$ cat src/rtl/axi_mst_bridge.sv
// AXI4 master bridge: turns a single-outstanding local request/write-data interface
// into AXI4 AR/AW/W transactions and returns R beats / B completions on one response stream.

package axi_mst_bridge_pkg;

  localparam int CFG_SYSBUS_ADDR_BITS  = 32;
  localparam int CFG_SYSBUS_DATA_BITS  = 64;
  localparam int CFG_SYSBUS_DATA_BYTES = CFG_SYSBUS_DATA_BITS / 8;
  localparam int CFG_SYSBUS_ID_BITS    = 5;
  localparam int CFG_SYSBUS_USER_BITS  = 1;

  localparam logic [1:0] AXI_BURST_INCR = 2'b01;

  typedef struct packed {
    logic [CFG_SYSBUS_ADDR_BITS-1:0] addr;
    logic [7:0]                      len;
    logic [2:0]                      size;
    logic [1:0]                      burst;
    logic                            lock;
    logic [3:0]                      cache;
    logic [2:0]                      prot;
    logic [3:0]                      region;
    logic [3:0]                      qos;
  } axi4_metadata_type;

  typedef struct packed {
    logic                            aw_valid;
    axi4_metadata_type               aw_bits;
    logic [CFG_SYSBUS_ID_BITS-1:0]   aw_id;
    logic [CFG_SYSBUS_USER_BITS-1:0] aw_user;
    logic                            w_valid;
    logic [CFG_SYSBUS_DATA_BITS-1:0] w_data;
    logic                            w_last;
    logic [CFG_SYSBUS_DATA_BYTES-1:0] w_strb;
    logic [CFG_SYSBUS_USER_BITS-1:0] w_user;
    logic                            b_ready;
    logic                            ar_valid;
    axi4_metadata_type               ar_bits;
    logic [CFG_SYSBUS_ID_BITS-1:0]   ar_id;
    logic [CFG_SYSBUS_USER_BITS-1:0] ar_user;
    logic                            r_ready;
  } axi4_master_out_type;

  typedef struct packed {
    logic                            aw_ready;
    logic                            w_ready;
    logic                            b_valid;
    logic [1:0]                      b_resp;
    logic                            ar_ready;
    logic                            r_valid;
    logic [1:0]                      r_resp;
    logic [CFG_SYSBUS_DATA_BITS-1:0] r_data;
    logic                            r_last;
  } axi4_master_in_type;

  localparam axi4_master_out_type axi4_master_out_none = '0;

endpackage

module axi_mst_bridge
  import axi_mst_bridge_pkg::*;
#(
  parameter logic [CFG_SYSBUS_ID_BITS-1:0] req_id = '0
) (
  input  logic                             i_clk,
  input  logic                             i_nrst,
  input  axi4_master_in_type               i_xmsti,
  output axi4_master_out_type              o_xmsto,
  input  logic                             i_req_valid,
  output logic                             o_req_ready,
  input  logic [CFG_SYSBUS_ADDR_BITS-1:0]  i_req_addr,
  input  logic                             i_req_write,
  input  logic [7:0]                       i_req_len,
  input  logic [2:0]                       i_req_size,
  input  logic                             i_wdata_valid,
  output logic                             o_wdata_ready,
  input  logic [CFG_SYSBUS_DATA_BITS-1:0]  i_wdata,
  input  logic [CFG_SYSBUS_DATA_BYTES-1:0] i_wstrb,
  output logic                             o_resp_valid,
  input  logic                             i_resp_ready,
  output logic                             o_resp_write,
  output logic [CFG_SYSBUS_DATA_BITS-1:0]  o_resp_rdata,
  output logic                             o_resp_last,
  output logic                             o_resp_err
);

  typedef enum logic [2:0] {StIdle, StAr, StR, StAw, StW, StB} state_e;

  state_e                          state_q;
  axi4_master_out_type             xmsto_q;
  logic                            req_ready_q;
  logic                            wdata_ready_q;
  logic                            resp_valid_q;
  logic                            resp_write_q;
  logic [CFG_SYSBUS_DATA_BITS-1:0] resp_rdata_q;
  logic                            resp_last_q;
  logic                            resp_err_q;
  logic [7:0]                      beat_cnt_q;
  axi4_metadata_type               req_meta;
  logic                            unused_resp;

  // Only bit 1 of the response code (SLVERR/DECERR) matters here.
  assign unused_resp = ^{i_xmsti.r_resp[0], i_xmsti.b_resp[0]};

  // Address-phase attributes built from the incoming request; everything else fixed.
  always_comb begin
    req_meta       = '0;
    req_meta.addr  = i_req_addr;
    req_meta.len   = i_req_len;
    req_meta.size  = i_req_size;
    req_meta.burst = AXI_BURST_INCR;
  end

  // Transaction sequencer; every output of the block is a register updated here.
  always_ff @(posedge i_clk or negedge i_nrst) begin
    if (!i_nrst) begin
      state_q       <= StIdle;
      xmsto_q       <= axi4_master_out_none;
      req_ready_q   <= 1'b0;
      wdata_ready_q <= 1'b0;
      resp_valid_q  <= 1'b0;
      resp_write_q  <= 1'b0;
      resp_rdata_q  <= '0;
      resp_last_q   <= 1'b0;
      resp_err_q    <= 1'b0;
      beat_cnt_q    <= '0;
    end else begin
      case (state_q)
        StIdle: begin
          if (req_ready_q && i_req_valid) begin
            req_ready_q <= 1'b0;
            beat_cnt_q  <= i_req_len;
            if (i_req_write) begin
              xmsto_q.aw_valid <= 1'b1;
              xmsto_q.aw_bits  <= req_meta;
              xmsto_q.aw_id    <= req_id;
              state_q          <= StAw;
            end else begin
              xmsto_q.ar_valid <= 1'b1;
              xmsto_q.ar_bits  <= req_meta;
              xmsto_q.ar_id    <= req_id;
              state_q          <= StAr;
            end
          end else begin
            // Also raises ready on the first clock after reset release.
            req_ready_q <= 1'b1;
          end
        end
        StAr: begin
          if (i_xmsti.ar_ready) begin
            xmsto_q.ar_valid <= 1'b0;
            xmsto_q.r_ready  <= 1'b1;
            state_q          <= StR;
          end
        end
        StR: begin
          // r_ready and resp_valid are never both high, so the branches never collide.
          if (xmsto_q.r_ready && i_xmsti.r_valid) begin
            xmsto_q.r_ready <= 1'b0;
            resp_valid_q    <= 1'b1;
            resp_write_q    <= 1'b0;
            resp_rdata_q    <= i_xmsti.r_data;
            resp_last_q     <= i_xmsti.r_last;
            resp_err_q      <= i_xmsti.r_resp[1];
          end else if (resp_valid_q && i_resp_ready) begin
            resp_valid_q <= 1'b0;
            if (resp_last_q) begin
              req_ready_q <= 1'b1;
              state_q     <= StIdle;
            end else begin
              xmsto_q.r_ready <= 1'b1;
            end
          end
        end
        StAw: begin
          if (i_xmsti.aw_ready) begin
            xmsto_q.aw_valid <= 1'b0;
            wdata_ready_q    <= 1'b1;
            state_q          <= StW;
          end
        end
        StW: begin
          if (wdata_ready_q && i_wdata_valid) begin
            wdata_ready_q  <= 1'b0;
            xmsto_q.w_valid <= 1'b1;
            xmsto_q.w_data  <= i_wdata;
            xmsto_q.w_strb  <= i_wstrb;
            xmsto_q.w_last  <= (beat_cnt_q == 8'd0);
          end else if (xmsto_q.w_valid && i_xmsti.w_ready) begin
            xmsto_q.w_valid <= 1'b0;
            xmsto_q.w_last  <= 1'b0;
            if (xmsto_q.w_last) begin
              xmsto_q.b_ready <= 1'b1;
              state_q         <= StB;
            end else begin
              beat_cnt_q    <= beat_cnt_q - 8'd1;
              wdata_ready_q <= 1'b1;
            end
          end
        end
        StB: begin
          if (xmsto_q.b_ready && i_xmsti.b_valid) begin
            xmsto_q.b_ready <= 1'b0;
            resp_valid_q    <= 1'b1;
            resp_write_q    <= 1'b1;
            resp_last_q     <= 1'b1;
            resp_err_q      <= i_xmsti.b_resp[1];
            resp_rdata_q    <= '0;
          end else if (resp_valid_q && i_resp_ready) begin
            resp_valid_q <= 1'b0;
            req_ready_q  <= 1'b1;
            state_q      <= StIdle;
          end
        end
        default: state_q <= StIdle;
      endcase
    end
  end

  assign o_xmsto       = xmsto_q;
  assign o_req_ready   = req_ready_q;
  assign o_wdata_ready = wdata_ready_q;
  assign o_resp_valid  = resp_valid_q;
  assign o_resp_write  = resp_write_q;
  assign o_resp_rdata  = resp_rdata_q;
  assign o_resp_last   = resp_last_q;
  assign o_resp_err    = resp_err_q;

endmodule

$ cat config.mk
export PLATFORM = sky130hd
export DESIGN_NAME = axi_mst_bridge
export DESIGN_NICKNAME = d
export VERILOG_FILES = /design/src/rtl/axi_mst_bridge.sv
export SDC_FILE = /design/constraint.sdc
export NUM_CORES = 1
export LEC_CHECK = 0
export ABC_AREA = 1
export ABC_CLOCK_PERIOD_IN_PS = 1900
export BUFFER_PORTS_ARGS = -buffer_cell sky130_fd_sc_hd__buf_2
export CAP_MARGIN = 20
export CELL_PAD_IN_SITES_DETAIL_PLACEMENT = 0
export CELL_PAD_IN_SITES_GLOBAL_PLACEMENT = 1
export CORE_AREA = 2 2 184 186
export CTS_BUF_LIST = sky130_fd_sc_hd__clkbuf_16
export CTS_CLUSTER_DIAMETER = 150
export DETAILED_ROUTE_END_ITERATION = 10
export DIE_AREA = 0 0 186 188
export PLACE_DENSITY = 0.82
export SYNTH_ARGS = -nofsm -noshare
export SYNTH_HDL_FRONTEND = slang
export SYNTH_SLANG_ARGS = --single-unit
$ cat constraint.sdc
create_clock -name i_clk -period 1.9 [get_ports i_clk]
set_clock_uncertainty 0.05 [all_clocks]
set_input_delay 0.285 -clock i_clk [delete_from_list [all_inputs] [get_ports i_clk]]
set_output_delay 0.285 -clock i_clk [all_outputs]
set_load 0.005 [all_outputs]
* After elaboration in Yosys (flattened, before gate mapping)
Cells that the tools add are included. W data, S select, Z words.
Storage, ports and cells: bits in registers 247, latch bits 0, RAM bits 0, bits in read-only memories 0, bits of input ports 195, output and inout port bits 283, memories kept 0
Operators by class: $add $sub $neg 1, multipliers 0, div/mod/pow operators 0, $lt $le $gt $ge 0, equal/unequal tests 25, shift operators 0, muxes and demuxes 66, bitwise logic cells 1, reductions and logical operators 30
Operators by type and width (number):
- $mux W67 | 4
- $mux W64 | 2
- $pmux W64 S2 | 1
- $mux W3 | 11
- $mux W8 | 4
- $ne A2 B2 Y1 const B | 16
- $mux W1 | 31
- $pmux W1 S2 | 9
- $pmux W3 S6 | 1
- $pmux W8 S2 | 1
- $reduce_and A4 Y1 | 4
- $reduce_bool A2 Y1 | 8
- $ne A3 B3 Y1 const B | 4
- $reduce_and A11 Y1 | 1
- $reduce_and A5 Y1 | 2
- $reduce_and A3 Y1 | 3
- $logic_not A8 Y1 | 1
- $sub A8 B1 Y8 const B | 1
- $eq A3 B2 Y1 const B | 2
- $eq A3 B3 Y1 const B | 2
- $logic_and A1 B1 Y1 | 6
- $reduce_and A6 Y1 | 1
- $reduce_and A2 Y1 | 2
- $eq A3 B1 Y1 const B | 1
- 5 further kinds | 5

* Depth between registers and ports, before layout
Gate-level depths: netlist of the first run.
depth in word-level cells 5, gate-level depth with buffers 11, mapped depth without buffers 9

* Worst setup path after synthesis of the first run
No wires, ideal clock.
path type register to register, start register state_q[1], end register xmsto_q, in the netlist o_xmsto[55], library setup time 0.121 ns, arrival time 1.442 ns, data required time 1.729 ns, slack 0.287 ns, cell stages (with the launch flop) 12, path buffers 4, cell sequence dfrtp_1 -> buf_6 -> nor2_8 -> nand2_2 -> inv_2 -> nand2_1 -> or2_1 -> buf_6 -> buf_6 -> buf_6 -> nand2_1 -> o21ai_1
Between the ends: cells in the longest elaborated chain, start to end 2
RTL lines:
- start, declared | line 89 | state_e state_q;
- start signal, assigned | line 117 | state_q <= StIdle;
- start signal, assigned | line 137 | state_q <= StAw;
- start signal, assigned | line 142 | state_q <= StAr;
- $logic_not A3 Y1 | line 128 | case (state_q)
- $reduce_and A3 Y1 (no source line)
- end signal, assigned | line 118 | xmsto_q <= axi4_master_out_none;
- end, declared | line 90 | axi4_master_out_type xmsto_q;
Every way passes these cells. A chain may end at the register's enable or synchronous reset.

* Worst setup path after layout of the first run
start register state_q[1], end register xmsto_q, in the netlist o_xmsto[26]
Same word-level chain as after synthesis.

==> results of run 1 <==
-- timing repair --
action	4_1_cts	5_1_grt
hold buffers	182	0
setup endpoints to repair	0	90
endpoints found under the hold margin	414	0
resized for setup	0	4
-- power breakdown --
| group | total [mW] | switching, mW | internal [mW] | leakage, nW |
|---|---|---|---|---|
| registers | 8.94 | 1.33 | 7.61 | 3.11 |
| clock network | 4.86 | 2.13 | 2.73 | 0.414 |
| logic | 7.23 | 3.95 | 3.28 | 5.15 |
-- state kept, by name (all words and copies together), names as in the netlist --
| signal | flops |
|---|---|
| o_xmsto | 166 |
| o_resp_rdata | 64 |
| beat_cnt_q | 8 |
| state_q | 3 |
| o_req_ready | 1 |
| o_resp_err | 1 |
| o_resp_last | 1 |
| o_resp_valid | 1 |
| o_resp_write | 1 |
| o_wdata_ready | 1 |
-- worst max-delay path by stage --
stage | end | slack (ns) | cells past startpoint
finish | o_xmsto[26] | 0.14 | 8
floorplan | o_xmsto[55] | 0.29 | 11
CTS | o_resp_rdata[18] | 0.01 | 8
global route | o_xmsto[38] | 0.01 | 7
global placement | o_resp_rdata[20] | 0.08 | 8
detailed placement | o_resp_rdata[16] | 0.04 | 8
-- through the flow --
step,setup slack [ns],area (um2),total power [mW],hold WS [ns]
after floorplan,0.287,10300,12.2,-0.0606
after global placement,0.0800,12700,15.7,0.168
after detailed placement,0.0382,12700,15.9,0.166
after CTS,0.0115,15300,21.2,0.00320
after global routing,0.0145,15300,22.8,0.0486
final,0.137,15300,21.0,0.0298
-- critical path, cell delays in order, from the launching register on --
cell and delay (ns):
dfrtp_2 0.49, nor2_8 0.15, nand2_2 0.07, inv_2 0.07, nand2_1 0.07, or2_2 0.33, buf_12 0.21, nand2_1 0.10
o21ai_0 0.09
-- cell usage in the layout, fill, tap and decap left out, drive strengths merged, types with 29 or more instances in the layout --
cell type    netlist  final
dlygate4sd3        0    182
dfrtp            247    247
buf               82    449
inv               74     79
nand3             33     33
conb               1     47
o21ai            108    108
nand2            566    566
clkbuf            17     29
-- per-layer routing --
metal	wire length, um	up-vias	global-route usage
met5	18	-	0
met3	2410	68	0.0478
met4	884	2	0.0539
met1	12800	4355	0.206
li1	-	4663	-
met2	15800	374	0.319
-- Yosys cell counts (2+ instances only) --
master | n | share of area
a21oi_1 | 4 | 0.0020
buf_2 | 20 | 0.0099
buf_4 | 54 | 0.040
buf_6 | 8 | 0.0089
clkbuf_1 | 17 | 0.0063
dfrtp_1 | 247 | 0.61
ha_1 | 2 | 0.0025
inv_1 | 69 | 0.026
inv_2 | 5 | 0.0019
nand2_1 | 564 | 0.21
nand2_2 | 2 | 0.0012
nand3_1 | 32 | 0.016
nand4_1 | 3 | 0.0019
nor2_1 | 12 | 0.0044
o21ai_0 | 88 | 0.043
o21ai_1 | 15 | 0.0074
o21ai_2 | 5 | 0.0043
-- logic make-up after synthesis --
kind of cell,after synthesis,share of synthesized area
AO/OA/AOI/OAI,112,0.0571
flip-flops,247,0.610
AND/OR/NAND/NOR,618,0.237
adder cells (fa/ha/maj),2,0.00247
buffers and inverters,174,0.0928
other,1,0.000370
-- area by class of cell --
cell class	count	area share
sequential	247	0.403
inverter	75	0.0184
multi-input combinational	779	0.209
clock inverter	21	0.00644
clock buffer	29	0.0473
tap	448	0.0365
timing repair buffer	631	0.279
antenna	1	0.000163
==> impl_metrics.yaml, run 1 <==
setup_path:
  worstPathRequired_ns: 2.26
  ff2ff_path_depth: 8
  r2r-end: "o_xmsto[26]"
  arrival_ns: 2.13
  r2r-start: "state_q[1]"
  end_kind: "flip-flop"
  path_class: "flip-flop to flip-flop"
  r2r_slack_ns: 0.14
  path_max_fanout: 60
  start_kind: "flip-flop"
  crit_start: "state_q[1]"
timing:
  clock.fmax_mhz: 567
  final_hold_viol_count: 0
  setup_viol: 0
  rsz0062_at_grt: "no"
  final.min_clock_period_ns: 1.76
  layout_worst_path_cycle_share: 0.928
  report.final.slew_viol_count: 0
  fin_setup_tns_ns: 0
clock_tree:
  cts_tree: "done"
  cts-buffers-inserted: 28
  clk_pin_slew_ns: 0.06
  htreeDepth: 1
  clock-root-buffer: "clkbuf_16"
  clk-insertion-delay-late_ns: 0.55
  clock_path_buffers: 3
  cts_sinks: 247
  post_cts_buffers: 0
pwr:
  p_leak_nw: 8.67
  powerDensity_mw_per_mm2: 1370
  peakVddDrop_v: 0.000723
route:
  vias: 9462
  firstDrtPassIters: 5
  drc: 0
  postRouteWirelength_um: 31900
  vias_per_cell: 4.24
  ant_nets: 0
  drt-initial-drc-count: 406
  wl_per_cell_um: 14.3
synth:
  yosysWarnings: 3
  ys_seq_area_frac: 0.610
  avgSynthCellArea_um2: 8.78
  synth_area_mm2: 0.0101
  synth_edf_count: 0
  synth-main-ff-cell: "dfrtp_1"
  synth-async-reset-ratio: 1.00
  ys_types: 24
  synth_cells: 1154
  ys_ff_latch: 247
layout:
  area_growth_syn_to_layout_pct: 51.3
  area.sequential_mm2: 0.00618
  n_fill_cell: 3081
  drive_above_1_share: 0.286
  multiInputGateArea_mm2: 0.00320
  instances_no_fill: 2231
  final_util: 0.463
  fin_nets: 1959
die:
  die_area_mm2: 0.0350
  die_h_um: 188
  fp-row-count: 67
  start_util: 0.306
  io_pins: 478
  core_area_mm2: 0.0331
  die_x_um: 186
global_route:
  grt.total_usage: 0.178
  antenna_found_initial: 2
  grt_max_degree: 74
  grt_pass1_wl_um: 50100
  overflow: 0
  first_global_vias: 9709
run_status:
  status: "finished clean"
placed_design:
  gp_congestion: 0.808
  io_buffers: 428
  place_inst: 1998
  dpl.hpwl_um: 21400
run:
  drv_cap: 0
min_path:
  worst_hold_startpoint: "i_xmsti[70]"
  hold_depth: 3
  hold_end: "o_resp_err"
  min_path_type: "input port to flip-flop"
(Power assumes the default switching activity.)
==> run 2, diff against run 1 <==
--- a/config.mk
+++ b/config.mk
@@ -16,7 +16,7 @@
 export CTS_CLUSTER_DIAMETER = 150
 export DETAILED_ROUTE_END_ITERATION = 10
 export DIE_AREA = 0 0 186 188
-export PLACE_DENSITY = 0.82
+export PLACE_DENSITY_LB_ADDON = 0.1
 export SYNTH_ARGS = -nofsm -noshare
 export SYNTH_HDL_FRONTEND = slang
 export SYNTH_SLANG_ARGS = --single-unit
==> run 2 against run 1 <==
Against the previous run:
- combinational power fell by 1%
- critical path type unchanged
- clock power rose by 4.7%
- via count fell by 3.0%
- final area barely moved
- clock-buffer cell count rose by 2
- setup slack improved by 0.058 ns
- hold slack improved by 0.0047 ns
- wire length barely moved
- cell count barely moved
==> impl_metrics.yaml, run 2 (synthesized netlist as in run 1, its figures left out) <==
run_status:
  status: "finished clean"
setup_path:
  worstPathRequired_ns: 2.27
  path_class: "flip-flop to flip-flop"
  end_kind: "flip-flop"
  crit_cells: 8
  start_kind: "flip-flop"
  crit_slowest_cell: "dfrtp_2"
  arrival_ns: 2.08
  path_buf_inv: 2
  path_max_fanout: 52
  cpLargestDelayFamily: "simple AND/OR/NAND/NOR gates"
  cp_slowest_stage_delay_ns: 0.47
  ff2ff_path_depth: 8
  crit_chain: "nor2_8 > nand2_2 > inv_2 > nand2_1 > or2_2 > buf_12 > nand2_1 > o21ai_0"
  critPathMostFrequentCell: "nand2_1"
clock_tree:
  clock-root-buffer: "clkbuf_16"
  cts-buffers-inserted: 30
  clock_path_buffers: 3
  cts_sinks: 247
  post_cts_buffers: 0
  htreeDepth: 1
  cts_tree: "done"
  clk-insertion-delay-late_ns: 0.54
  clk_pin_slew_ns: 0.06
die:
  die_x_um: 186
  fp-row-count: 67
  io_pins: 478
  die_h_um: 188
  die_area_mm2: 0.0350
  start_util: 0.306
  core_area_mm2: 0.0331
layout:
  largest_register_ffs: 166
  layout_commonest_cell: "nand2_1"
  area_growth_syn_to_layout_pct: 51.3
  n_fill_cell: 3359
  area.sequential_mm2: 0.00618
  drive_above_1_share: 0.285
  layout_common_cells: "nand2_1 (564), buf_2 (427), dfrtp_1 (245), dlygate4sd3_1 (180), o21ai_0 (88)"
  multiInputGateArea_mm2: 0.00320
  fin_nets: 1959
route:
  vias_per_cell: 4.11
  drt-initial-drc-count: 406
  ant_nets: 0
  firstDrtPassIters: 4
  postRouteWirelength_um: 31900
  vias: 9174
  wl_per_cell_um: 14.3
  drc: 0
timing:
  setup_viol: 0
  final_hold_viol_count: 0
  report.final.slew_viol_count: 0
  layout_worst_path_cycle_share: 0.897
  relSlewSlack: 0.593
  worst_slack_ns: 0.195
  fin_setup_tns_ns: 0
  tightest_slew_ns: 0.611
  rsz0062_at_grt: "no"
  final.min_clock_period_ns: 1.70
  clock.fmax_mhz: 587
pwr:
  power.total_mw: 21.1
  p_leak_nw: 8.68
  peakVddDrop_v: 0.000756
  powerDensity_mw_per_mm2: 1380
global_route:
  grt.total_usage: 0.177
  grt_pass1_wl_um: 49500
  first_global_vias: 9143
  overflow: 0
  antenna_found_initial: 4
  grt_max_degree: 73
run:
  drv_cap: 0
placed_design:
  dp_slack_ns: 0.0981
  io_buffers: 428
  gp_congestion: 0.783
  dpl.hpwl_um: 22100
min_path:
  min_path_type: "input port to flip-flop"
  hold_depth: 3
==> run 2: area by class of cell <==
class	count	area share
clock buffers	31	0.0506
multi-input cells	779	0.209
clock inverters	22	0.00628
inverters	75	0.0184
flip-flops and latches	247	0.403
diodes	2	0.000326
well taps	448	0.0366
repair buffers	629	0.276
==> run 2: power breakdown <==
part	internal [mW]	switching [mW]	total [mW]	leakage [nW]
sequential	7.61	1.23	8.85	3.11
clock	2.91	2.19	5.09	0.446
combinational	3.24	3.91	7.15	5.12
==> run 2: worst min-delay path: cells and delay by family <==
kind	cells	cell delay, ns
buf+inv	2	0.15
compound gates	1	0.15
==> run 2: path summary, 6_finish.rpt <==
check	start	to	slack (ns)
min in group asynchronous	i_nrst	o_resp_rdata[43]	0.19
min	i_req_len[3]	o_xmsto[31]	0.03
max reg2reg	state_q[1]	o_xmsto[66]	0.20
max	state_q[1]	o_xmsto[66]	0.20
max in group asynchronous	i_nrst	o_resp_rdata[21]	0.94
min reg2reg	o_resp_rdata[53]	o_resp_rdata[53]	0.41
==> run 2: metal layers <==
metal,global-route usage,part of all wire,up-vias
li1,-,-,4661
met1,0.226,0.43,4146
met2,0.292,0.46,318
met3,0.0555,0.086,47
met4,0.0451,0.023,2
met5,0,0.00041,-
==> run 2: through the flow <==
stage,std cells,utilization,hold WS [ns],instance area (um2)
after CTS,2231,0.463,0.00606,15300
after global placement,1998,0.382,0.170,12600
after floorplan,1200,-,-0.0606,10300
final,2233,0.463,0.0345,15300
after detailed placement,1998,0.382,0.171,12600
after global routing,2233,0.463,0.0430,15300
==> run 2: timing repair <==
action	in CTS	in global routing
hold buffers	180	0
endpoints found under the hold margin	370	0
resized for setup	0	4
setup endpoints to repair	0	37
